==> src/rtl/rf_wb_arbiter.sv <==
// rf_wb_arbiter: shares the single register-file write port between two
// writeback requesters (0 = ALU result, 1 = load data).
//   - Round-robin grant with valid/ready handshakes into a one-entry
//     registered write stage (out_valid, write_reg, write_data).
//   - reg_write = out_valid & ~port_busy; writes to r0 are accepted and dropped.
//   - fwd1_hit/fwd2_hit flag the pending write against the two read ports.
//   - conflict_cnt counts cycles with both requesters valid and saturates.
// Ports:
//   clk, reset                      clock, async active-high reset
//   req0_valid/addr/data, req0_ready  ALU writeback handshake
//   req1_valid/addr/data, req1_ready  load writeback handshake
//   port_busy                        write port unavailable this cycle
//   reg_write, write_reg, write_data register-file write port
//   read_reg1, read_reg2             read addresses for forwarding compare
//   fwd1_hit, fwd2_hit               pending write matches a read address
//   conflict_cnt                     saturating both-valid cycle count
module rf_wb_arbiter #(
  parameter int unsigned DATA_W = 32,
  parameter int unsigned ADDR_W = 5,
  parameter int unsigned CNT_W  = 16
) (
  input  logic              clk,
  input  logic              reset,
  input  logic              req0_valid,
  input  logic [ADDR_W-1:0] req0_addr,
  input  logic [DATA_W-1:0] req0_data,
  output logic              req0_ready,
  input  logic              req1_valid,
  input  logic [ADDR_W-1:0] req1_addr,
  input  logic [DATA_W-1:0] req1_data,
  output logic              req1_ready,
  input  logic              port_busy,
  output logic              reg_write,
  output logic [ADDR_W-1:0] write_reg,
  output logic [DATA_W-1:0] write_data,
  input  logic [ADDR_W-1:0] read_reg1,
  input  logic [ADDR_W-1:0] read_reg2,
  output logic              fwd1_hit,
  output logic              fwd2_hit,
  output logic [CNT_W-1:0]  conflict_cnt
);

  logic out_valid;
  logic last_grant;
  logic can_accept;
  logic grant0;
  logic grant1;
  logic xfer0;
  logic xfer1;

  // Stage can take a new write when empty or draining this cycle.
  assign can_accept = ~out_valid | ~port_busy;

  // Round-robin: on contention the requester that did not win last time wins.
  assign grant0 = req0_valid & (~req1_valid | last_grant);
  assign grant1 = req1_valid & (~req0_valid | ~last_grant);

  assign req0_ready = grant0 & can_accept;
  assign req1_ready = grant1 & can_accept;
  assign xfer0      = req0_valid & req0_ready;
  assign xfer1      = req1_valid & req1_ready;

  assign reg_write  = out_valid & ~port_busy;

  // r0 never matches: it is hardwired zero and never pending.
  assign fwd1_hit = out_valid & (write_reg == read_reg1) & (read_reg1 != ADDR_W'(0));
  assign fwd2_hit = out_valid & (write_reg == read_reg2) & (read_reg2 != ADDR_W'(0));

  // Write stage and arbitration history.
  always_ff @(posedge clk or posedge reset) begin
    if (reset) begin
      out_valid  <= 1'b0;
      write_reg  <= '0;
      write_data <= '0;
      last_grant <= 1'b1;
    end else if (xfer0) begin
      out_valid  <= (req0_addr != ADDR_W'(0));
      write_reg  <= req0_addr;
      write_data <= req0_data;
      last_grant <= 1'b0;
    end else if (xfer1) begin
      out_valid  <= (req1_addr != ADDR_W'(0));
      write_reg  <= req1_addr;
      write_data <= req1_data;
      last_grant <= 1'b1;
    end else if (reg_write) begin
      out_valid  <= 1'b0;
    end
  end

  // Saturating count of cycles where both requesters contend.
  always_ff @(posedge clk or posedge reset) begin
    if (reset) begin
      conflict_cnt <= '0;
    end else if (req0_valid && req1_valid && (conflict_cnt != {CNT_W{1'b1}})) begin
      conflict_cnt <= conflict_cnt + CNT_W'(1);
    end
  end

endmodule

==> config.mk <==
export PLATFORM = sky130hd
export DESIGN_NAME = rf_wb_arbiter
export DESIGN_NICKNAME = d
export VERILOG_FILES = /design/src/rtl/rf_wb_arbiter.sv
export SDC_FILE = /design/constraint.sdc
export NUM_CORES = 1
export LEC_CHECK = 0
export ABC_AREA = 1
export BUFFER_PORTS_ARGS = -buffer_cell sky130_fd_sc_hd__clkbuf_2
export CAP_MARGIN = 20
export CORE_MARGIN = 5
export CORE_UTILIZATION = 51
export DETAILED_ROUTE_END_ITERATION = 16
export PLACE_DENSITY = 0.95
export SYNTH_ARGS = -nofsm -noshare
export SYNTH_HDL_FRONTEND = slang
export SYNTH_SLANG_ARGS = --single-unit
export TNS_END_PERCENT = 100
==> constraint.sdc <==
create_clock -name clk -period 2.95 [get_ports clk]
set_input_delay 0.4425 -clock clk [delete_from_list [all_inputs] [get_ports clk]]
set_output_delay 0.4425 -clock clk [all_outputs]
set_load 0.01 [all_outputs]
After elaboration in Yosys (flattened, before gate mapping)
Cells that the tools add are included.
{"block": "op_classes", "add_sub_neg": 1, "eq_ne": 3, "n_mux": 9, "bitwise_logic": 19, "reduce_logical": 8}
{"cell": "32-bit 2-to-1 mux", "n": 2}
{"cell": "5-bit nonzero test", "n": 4}
{"cell": "16-bit by 1-bit adder with 16-bit output (second input constant)", "n": 1}
{"cell": "16-bit inequality test (second input constant)", "n": 1}
{"cell": "1-bit bitwise AND", "n": 11}
{"cell": "5-bit equality test", "n": 2}
{"cell": "5-bit 2-to-1 mux", "n": 2}
{"cell": "1-bit 2-to-1 mux", "n": 5}
{"cell": "1-bit inverter", "n": 5}
{"cell": "1-bit OR", "n": 3}
{"cell": "3-bit nonzero test", "n": 1}
{"cell": "1-bit logical AND", "n": 2}
{"cell": "2-bit nonzero test", "n": 1}
{"block": "word_totals", "regBits": 55, "input_bits": 89, "output_inout_bits": 58, "wordCells": 45}

Depth between registers and ports, before layout
Gate-level depths: netlist of the first run.
{"block": "logic_depth", "word_depth": 7, "ltp_mapped": 9, "ltp_nobuf": 9}

Least setup slack after synthesis of the first run
Ideal clock, no wire load.
{"block": "synth_path", "path_type": "register to output", "startpoint": "reg last_grant", "endpoint": "out req0_ready", "arrival_ns": 1.027, "t_required_ns": 2.508, "setup_slack_ns": 1.480, "stages_incl_launch_ff": 6, "path_buffers": 1, "path_cell_list": "dfstp_2 inv_1 nand2_1 nand3_2 buf_4 inv_1"}
{"block": "synth_between", "elab_chain_len": 3}
{"element": "from (decl)", "line_no": "44", "text": "logic last_grant;"}
{"element": "from (signal assigned)", "line_no": "75", "text": "last_grant <= 1'b1;"}
{"element": "from (signal assigned)", "line_no": "80", "text": "last_grant <= 1'b0;"}
{"element": "from (signal assigned)", "line_no": "85", "text": "last_grant <= 1'b1;"}
{"element": "1-bit OR", "line_no": "55", "text": "assign grant0 = req0_valid & (~req1_valid | last_grant);"}
{"element": "1-bit bitwise AND", "line_no": "55"}
{"element": "1-bit bitwise AND", "line_no": "58", "text": "assign req0_ready = grant0 & can_accept;"}
{"element": "to (decl)", "line_no": "27", "text": "output logic req0_ready,"}
Every way passes these cells.

Worst setup path after layout of the first run
{"block": "layout_path", "startpoint": "reg conflict_cnt[0]", "endpoint": "reg conflict_cnt[13]"}
{"block": "layout_between", "elab_chain_len": 2, "elab_cells_between_ends": 3, "classes_between": "add/sub (1); eq/ne (1); reduce/logical (1)"}
{"element": "from (decl)", "line_no": "40", "text": "output logic [CNT_W-1:0] conflict_cnt"}
{"element": "from (signal assigned)", "line_no": "96", "text": "conflict_cnt <= conflict_cnt + CNT_W'(1);"}
{"element": "branches (longest 2 deep; another with 16-bit by 1-bit adder with 16-bit output)"}
Parallel ways; which one is timed is not known.
A chain may end at the register's enable or synchronous reset.

==> flow_summary.yaml, run 1 <==
setup_path:
  timing.rr.start: "conflict_cnt[0]$_DFFE_PP0P_"
  rrSetupSlack_ps: 1030
  required_ps: 3200
  cp.arrival_ps: 2180
  critical_path.startpoint: "conflict_cnt[0]$_DFFE_PP0P_"
  startpoint_type: "register"
  timing.rr.end: "conflict_cnt[13]$_DFFE_PP0P_"
  reg2reg_depth: 6
  cp_max_fo: 11
  crit_end: "conflict_cnt[13]$_DFFE_PP0P_"
  critical_path_class: "register to register"
  end_kind: "register"
cts:
  cts.path.max_buffers: 2
  cts_setup_buffers: 0
  clkLatencyLatePin_ps: 310
  cts_tree: "done"
  clk_pin_slew_ps: 100
  clock-sinks: 55
  postCtsHoldBufs: 0
  numCtsBuffers: 5
  cts.htree.levels: 2
  cts_root_buf: "clkbuf_8"
  ctsResizeCount: 0
power:
  leakagePower_nw: 2.28
  clockPowerShare: 0.223
  power_density_nw_per_um2: 650
  p_comb_frac: 0.345
  p_int_w: 0.00167
  seqPwrFrac: 0.432
  switching_power_w: 0.000954
  power_w: 0.00262
  p_sw_frac: 0.363
  vdd.ir_drop.worst_mv: 0.400
timing:
  rsz0062_at_grt: "false"
  maxSlewHeadroom: 0.423
  hold_violations: 0
  tightest_slew_ps: 865
  finalCritPeriodShare: 0.652
  slew_viol_final: 0
  period_needed_ps: 1920
  setup_viol: 0
  finClkSkew_ps: 7.68
  timing.fmax_mhz: 520
  setup_total_negative_slack_ps: 0
cells_and_area:
  largest_reg_flops: 32
  final_cell_mix: "146 x clkbuf_2, 117 x nand2_1, 75 x o21ai_0, 60 x inv_1, 54 x dfrtp_1"
  drive_gt1_frac: 0.290
  multi_input_area_um2: 1430
  final_common_cell: "clkbuf_2"
  n_antenna_cell: 0
  layout.nets: 664
  final_cells: 650
  nFillCells: 484
  area_growth_pct: 28.6
  finalCoreUtilization: 0.678
  seqCellArea_um2: 1380
route:
  wl_per_cell_um: 13.3
  wl_mm: 8.65
  ant_nets: 0
  num_vias: 3389
  drc: 0
  drt_iter0_drc: 145
  vias_per_cell: 5.21
  first_pass_iters: 4
floorplan:
  core_um2: 5960
  num_rows: 28
  initial_core_util: 0.527
  ios: 147
  die_w_um: 88.4
  die_h_um: 88.4
  die_area_um2: 7820
hold_path:
  min_path_type: "input pin to asynchronous set/reset pin"
synthesis:
  yosys_warnings: 0
  synthXorXnorAreaFrac: 0.0335
  muxShareOfSynthArea: 0
  syn_area_um2: 3140
  synth-seq-cells: 55
  syn_inst: 438
  synth_adder_area_share: 0.00399
  synth_cell_type_count: 28
  synth_top_family_by_area: "simple AND/OR/NAND/NOR gates"
  syn_nets: 528
  synthSimpleGateAreaFrac: 0.272
  syn_area_per_cell_um2: 7.16
  synth_compound_area_frac: 0.146
  ys_seq_area_frac: 0.439
global_routing:
  grt_max_degree: 108
  grt-ovfl-total: 0
  grt_pass1_vias: 3267
  grt_usage: 0.232
  grt_pass1_wl_mm: 14.4
  antenna_found_initial: 0
place:
  placed_cells: 642
  hpwl_mm: 6.71
  gp_congestion: 0.919
  numPortBuffers: 146
job:
  max_cap_violations: 0
run_status:
  status: "complete, no violations"
## worst min-delay path by stage
stage / from / endpoint / slack [ps] / cells past startpoint
floorplan: last_grant$_DFFE_PP1P_ / last_grant$_DFFE_PP1P_ / 480 / 2
global placement: reset / write_reg[0]$_DFFE_PP0P_ / 380 / 2
detailed placement: reset / conflict_cnt[5]$_DFFE_PP0P_ / 380 / 2
CTS: reset / conflict_cnt[0]$_DFFE_PP0P_ / 40 / 2
global route: reset / conflict_cnt[0]$_DFFE_PP0P_ / 60 / 2
finish: reset / conflict_cnt[0]$_DFFE_PP0P_ / 40 / 2
## metal layers
metal  routed length (um)  vias up  GRT usage
li1                     -     1668          -
met1                 3390     1548      0.282
met2                 4340      156      0.407
met3                  749       17     0.0587
met4                  167        0     0.0687
met5                    0        -          0
## cell usage after synthesis
cell type | n | area [um2]
o211ai_1 | 4 | 30.0
nor2_2 | 2 | 12.5
nor2_1 | 22 | 82.6
inv_2 | 2 | 7.51
buf_4 | 1 | 7.51
buf_6 | 1 | 11.3
xor2_1 | 3 | 26.3
o21ai_1 | 2 | 10.0
a21boi_1 | 1 | 7.51
dfstp_2 | 1 | 26.3
nor3_1 | 1 | 5.00
o21ai_0 | 75 | 375
nand3b_1 | 1 | 7.51
o21bai_1 | 1 | 7.51
ha_1 | 1 | 12.5
nand2_4 | 1 | 11.3
clkbuf_1 | 10 | 37.5
nand2_1 | 118 | 443
inv_1 | 61 | 229
a21oi_1 | 3 | 15.0
nand3_1 | 44 | 220
dfrtp_1 | 54 | 1350
nand4_1 | 7 | 43.8
nand3_2 | 2 | 20.0
xnor2_1 | 9 | 78.8
buf_2 | 8 | 40.0
o22ai_1 | 2 | 12.5
nand2_2 | 1 | 6.26
## per-stage QoR
stage	instance area [um2]	hold WS, ps	worst slack [ps]
3_3_place_gp	3900	376	1170
5_1_grt	4040	55.2	908
3_5_place_dp	3900	385	1090
2_1_floorplan	3140	482	1170
4_1_cts	4040	42.5	1060
6_report	4040	40.1	1030
## final cells by class
class | instances | share of cell area
Multi-Input combinational cell | 300 | 0.354
Sequential cell | 55 | 0.341
Timing Repair Buffer | 149 | 0.190
Inverter | 63 | 0.0586
Tap cell | 75 | 0.0232
Clock buffer | 6 | 0.0180
Clock inverter | 2 | 0.0149
## kinds of logic after synthesis
family / Yosys count
xor gates and xnor gates: 12
DFF: 55
AOI/OAI and AO/OA: 88
buffers and inverters: 83
adders and majority gates: 1
and+or+nand+nor: 199
## worst max-delay path, stage by stage (launching register included)
cell and delay [ps]:
dfrtp_1 460, ha_1 270, nand3_2 130, nor2_2 70, a21oi_1 690, nand2_1 140
nand2_1 90
## power groups by stage
stage | Sequential [W] | Combinational (W) | Clock, W
after detailed placement | 0.00114 | 0.000920 | 0
after CTS | 0.00113 | 0.000917 | 0.000592
final | 0.00113 | 0.000906 | 0.000585
after global routing | 0.00116 | 0.00102 | 0.000623
after floorplan | 0.00121 | 0.000445 | 0
after global placement | 0.00113 | 0.000879 | 0
Power figures use the tool's default switching activity.
==> inputs of run 2 (changes only) <==
--- a/config.mk
+++ b/config.mk
@@ -9,9 +9,9 @@
 export BUFFER_PORTS_ARGS = -buffer_cell sky130_fd_sc_hd__clkbuf_2
 export CAP_MARGIN = 20
 export CORE_MARGIN = 5
-export CORE_UTILIZATION = 51
+export CORE_UTILIZATION = 42
 export DETAILED_ROUTE_END_ITERATION = 16
-export PLACE_DENSITY = 0.95
+export PLACE_DENSITY = 0.85
 export SYNTH_ARGS = -nofsm -noshare
 export SYNTH_HDL_FRONTEND = slang
 export SYNTH_SLANG_ARGS = --single-unit
==> constraint.sdc (replaced) <==
create_clock -name clk -period 1.6 [get_ports clk]
set_input_delay 0.24 -clock clk [delete_from_list [all_inputs] [get_ports clk]]
set_output_delay 0.24 -clock clk [all_outputs]
set_load 0.01 [all_outputs]
==> run 2 against run 1 <==
  * Setup slack worse by 1000 ps
  * Die area rose by 19%
  * Flip-flop and latch count stayed put
  * Total power up 78%
  * Final cell count grew 6.8%
  * Clock skew is essentially flat
  * Combinational power is 110% higher
  * Sequential power is 82% higher
==> flow_summary.yaml, run 2 (synthesis results as in run 1) <==
run_status:
  status: "complete, no violations"
cells_and_area:
  largest_reg_flops: 32
  n_antenna_cell: 0
  final_common_cell: "clkbuf_2"
  layout.nets: 685
  area_growth_pct: 36.1
  drive_gt1_frac: 0.339
  final_cell_mix: "143 x clkbuf_2, 115 x nand2_1, 74 x o21ai_0, 55 x inv_1, 51 x dfrtp_1"
global_routing:
  grt_max_degree: 63
  grt_pass1_vias: 3302
  antenna_found_initial: 0
  grt-ovfl-total: 0
  grt_usage: 0.194
  grt_pass1_wl_mm: 14.4
timing:
  maxSlewHeadroom: 0.646
  setup_total_negative_slack_ps: 0
  setup_viol: 0
  finalCritPeriodShare: 0.995
  setup_ws_ps: 8.57
  hold_violations: 0
  period_needed_ps: 1590
  timing.fmax_mhz: 628
  rsz0062_at_grt: "true"
  hold_slack_ps: 159
  finClkSkew_ps: 7.29
  slew_viol_final: 0
  tightest_slew_ps: 531
place:
  hpwl_mm: 6.88
  gp_congestion: 0.851
  numPortBuffers: 146
  post-place-ws_ps: -95.8
route:
  wl_per_cell_um: 12.7
  drt_iter0_drc: 130
  drc: 0
  wl_mm: 8.79
  first_pass_iters: 5
  ant_nets: 0
  vias_per_cell: 4.95
  num_vias: 3433
cts:
  clk_pin_slew_ps: 90
  numCtsBuffers: 5
  cts.path.max_buffers: 2
  clock-sinks: 55
  cts_root_buf: "clkbuf_8"
  clkLatencyLatePin_ps: 300
  cts.htree.levels: 2
  cts_tree: "done"
job:
  max_cap_violations: 0
setup_path:
  startpoint_type: "register"
  critPathMaxStageDelay_ps: 430
  crit_chain: "buf_4 -> o22ai_1 -> nor2_1 -> nand2_1 -> nor2_1 -> buf_2"
  end_kind: "output port"
  critical_path.startpoint: "write_reg[2]$_DFFE_PP0P_"
  required_ps: 1360
  critical_path_class: "register to output port"
  cpMostUsedCell: "nor2_1"
  reg2reg_depth: 7
  rrSetupSlack_ps: 120
  timing.rr.end: "write_data[3]$_DFFE_PP0P_"
  timing.rr.start: "last_grant$_DFFE_PP1P_"
  cp.arrival_ps: 1350
  cp_max_fo: 3
  crit_end: "fwd1_hit"
  slowest_stage: "dfrtp_2"
power:
  vdd.ir_drop.worst_mv: 0.560
  power_density_nw_per_um2: 1100
  leakagePower_nw: 2.39
floorplan:
  initial_core_util: 0.433
  num_rows: 31
  core_um2: 7250
  ios: 147
  die_w_um: 96.4
  die_area_um2: 9300
  die_h_um: 96.4
hold_path:
  min_path_type: "input pin to register"
  hold_depth: 3
## run 2: layer usage
layer / track usage / wire length [um]
met2: 0.325 / 4150
met1: 0.238 / 3610
met5: 0 / 0
met4: 0.0678 / 182
met3: 0.0589 / 843
## run 2: worst min-delay path by stage
stage	start	end	slack, ps
floorplan	req0_data[19]	write_data[19]$_DFFE_PP0P_	370
global placement	reset	conflict_cnt[2]$_DFFE_PP0P_	300
detailed placement	reset	conflict_cnt[2]$_DFFE_PP0P_	300
CTS	req0_data[20]	write_data[20]$_DFFE_PP0P_	150
global route	req0_data[13]	write_data[13]$_DFFE_PP0P_	150
finish	req0_data[20]	write_data[20]$_DFFE_PP0P_	160
## run 2: stage by stage
step,std cells,utilization,total power [W],cell area [um2]
floorplan,438,-,0.00305,3140
global placement,682,0.564,0.00379,4090
detailed placement,682,0.564,0.00385,4090
CTS,693,0.583,0.00469,4230
global route,694,0.589,0.00506,4270
finish,694,0.589,0.00468,4270
## run 2: power by group
| part | total (W) | internal (W) | switching, W |
|---|---|---|---|
| combinational | 0.00186 | 0.000814 | 0.00105 |
| sequential | 0.00206 | 0.00178 | 0.000289 |
| clock | 0.000759 | 0.000341 | 0.000418 |
## run 2: layout make-up
class	instances	area, um2
fill	666	2980
multi-input combinational	300	1460
sequential	55	1380
timing repair buffer	170	978
inverter	63	239
tap	99	124
clock buffer	6	82.6
clock inverter	1	5.00
## run 2: what timing repair did
| item | CTS | global route |
|---|---|---|
| setup buffers | 3 | 1 |
| endpoints found under the setup margin | 14 | 5 |
| hold buffers | 1 | 0 |
| pin swaps | 1 | 8 |
| gates cloned | 0 | 0 |
| endpoints found under the hold margin | 54 | 0 |
| gates resized for setup | 11 | 11 |
## run 2: worst max-delay path, delay by kind of cell (launching register included)
family | cells | cell delay (ps)
compound gates | 1 | 170
buf+inv | 2 | 280
flops | 1 | 430
simple gates | 3 | 170
==> inputs of run 3 (changes only) <==
--- a/config.mk
+++ b/config.mk
@@ -9,9 +9,9 @@
 export BUFFER_PORTS_ARGS = -buffer_cell sky130_fd_sc_hd__clkbuf_2
 export CAP_MARGIN = 20
 export CORE_MARGIN = 5
-export CORE_UTILIZATION = 42
+export CORE_UTILIZATION = 47
 export DETAILED_ROUTE_END_ITERATION = 16
-export PLACE_DENSITY = 0.85
+export PLACE_DENSITY = 0.9
 export SYNTH_ARGS = -nofsm -noshare
 export SYNTH_HDL_FRONTEND = slang
 export SYNTH_SLANG_ARGS = --single-unit
==> constraint.sdc (replaced) <==
create_clock -name clk -period 1.72 [get_ports clk]
set_input_delay 0.258 -clock clk [delete_from_list [all_inputs] [get_ports clk]]
set_output_delay 0.258 -clock clk [all_outputs]
set_load 0.01 [all_outputs]
==> run 3 against run 2 <==
  * Clock power is 7.8% lower
  * Flip-flop and latch count unchanged
  * Global-route usage rose by 1.3 points
  * Core utilization grew 5.0 points
  * Die area down 9.6%
  * First-iteration DRC count up 26%
  * Sequential share of layout area is 1.3 points higher
  * Critical endpoint unchanged
  * Final cell count down 4.5%
  * Count of clock-buffer cells in the layout grew 1
==> flow_summary.yaml, run 3 (synthesis results as in run 1) <==
run_status:
  status: "complete, no violations"
setup_path:
  required_ps: 1460
  reg2reg_depth: 6
  cp_max_fo: 4
  timing.rr.start: "conflict_cnt[0]$_DFFE_PP0P_"
  timing.rr.end: "conflict_cnt[10]$_DFFE_PP0P_"
  critical_path_class: "register to output port"
  startpoint_type: "register"
  rrSetupSlack_ps: 230
  cp.arrival_ps: 1400
  end_kind: "output port"
cts:
  clock-sinks: 55
  cts_root_buf: "clkbuf_8"
  clkLatencyLatePin_ps: 310
  cts.htree.levels: 2
  numCtsBuffers: 5
  cts.path.max_buffers: 2
  cts_tree: "done"
  clk_pin_slew_ps: 90
route:
  num_vias: 3394
  first_pass_iters: 4
  drt_iter0_drc: 164
  ant_nets: 0
  vias_per_cell: 5.12
  wl_mm: 8.54
  drc: 0
  wl_per_cell_um: 12.9
cells_and_area:
  nFillCells: 548
  layout.nets: 675
  n_antenna_cell: 0
  final_cells: 663
  final_common_cell: "clkbuf_2"
  largest_reg_flops: 32
  finalCoreUtilization: 0.639
  final_cell_mix: "146 x clkbuf_2, 117 x nand2_1, 74 x o21ai_0, 58 x inv_1, 52 x dfrtp_1"
  final_cell_area_um2: 4110
  drive_gt1_frac: 0.309
  area_growth_pct: 30.9
job:
  max_cap_violations: 0
floorplan:
  die_w_um: 91.7
  die_h_um: 91.7
  ios: 147
  initial_core_util: 0.489
  num_rows: 29
  die_area_um2: 8410
  core_um2: 6420
place:
  numPortBuffers: 146
  placed_cells: 652
  placed_cell_area_um2: 3990
  post-place-ws_ps: -4.99
  gp_congestion: 0.886
  hpwl_mm: 6.73
global_routing:
  grt_pass1_vias: 3327
  grt_pass1_wl_mm: 14.6
  grt_max_degree: 89
  grt-ovfl-total: 0
  grt_usage: 0.207
  antenna_found_initial: 0
hold_path:
  holdPathEnd: "write_data[20]$_DFFE_PP0P_"
  hp-start: "req0_data[20]"
  hold_depth: 3
  min_path_type: "input pin to register"
power:
  power_density_nw_per_um2: 1040
  switching_power_w: 0.00164
  leakagePower_nw: 2.32
  seqPwrFrac: 0.450
  clockPowerShare: 0.163
  vdd.ir_drop.worst_mv: 0.590
  p_comb_frac: 0.387
  p_int_w: 0.00265
  p_sw_frac: 0.382
timing:
  hold_slack_ps: 174
  finalCritPeriodShare: 0.967
  finClkSkew_ps: 7.85
  rsz0062_at_grt: "true"
  tightest_slew_ps: 498
  period_needed_ps: 1660
  setup_viol: 0
  timing.fmax_mhz: 601
  hold_violations: 0
  setup_ws_ps: 57.2
  maxSlewHeadroom: 0.668
  slew_viol_final: 0
[run 3: metal layers]
layer	vias up	wire, um	GRT usage
li1	1694	-	-
met1	1526	3530	0.262
met2	154	4090	0.345
met3	20	757	0.0581
met4	0	162	0.0656
met5	-	0	0
[run 3: power groups by stage]
| stage | sequential, W | clock (W) | combinational (W) |
|---|---|---|---|
| after floorplan | 0.00207 | 0 | 0.000764 |
| after global placement | 0.00193 | 0 | 0.00159 |
| after detailed placement | 0.00194 | 0 | 0.00165 |
| after CTS | 0.00193 | 0.000716 | 0.00165 |
| after global routing | 0.00198 | 0.000769 | 0.00187 |
| final | 0.00193 | 0.000700 | 0.00166 |
[run 3: repair_timing]
item                       in CTS  in global routing
setup buffers                   0                  2
hold endpoints to repair       46                  0
pin swaps                       0                  0
resized for setup               2                  4
setup endpoints to repair      10                  3
hold buffers                    1                  0
[run 3: through the flow]
step                TNS, ps  total power, W
floorplan                 0         0.00283
global placement          0         0.00352
detailed placement    -4.99         0.00358
CTS                       0         0.00429
global route          -10.4         0.00462
finish                    0         0.00428
[run 3: worst max-delay path: stages (launching register included)]
cell      delay [ps]
dfrtp_1          450
inv_1             90
nand3_1          100
o21ai_1          140
nand2_1           80
nand3_1           80
nor2_1            40
clkbuf_2         120
[run 3: worst max path at each step]
stage | startpoint | end | slack [ps] | depth (start not counted)
floorplan | reset | conflict_cnt[0]$_DFFE_PP0P_ | 120 | 1
global placement | conflict_cnt[0]$_DFFE_PP0P_ | conflict_cnt[13]$_DFFE_PP0P_ | 60 | 6
detailed placement | conflict_cnt[0]$_DFFE_PP0P_ | conflict_cnt[10]$_DFFE_PP0P_ | -5 | 6
CTS | write_reg[2]$_DFFE_PP0P_ | fwd1_hit | 0.02 | 7
global route | write_reg[1]$_DFFE_PP0P_ | fwd1_hit | -10 | 7
finish | write_reg[1]$_DFFE_PP0P_ | fwd1_hit | 60 | 7
[run 3: cell type report]
type	instances	area, um2	area share
Multi-Input combinational cell	300	1430	0.349
Sequential cell	55	1380	0.336
Timing Repair Buffer	160	876	0.213
Inverter	63	236	0.0576
Tap cell	77	96.3	0.0235
Clock buffer	7	76.3	0.0186
Clock inverter	1	7.51	0.00183
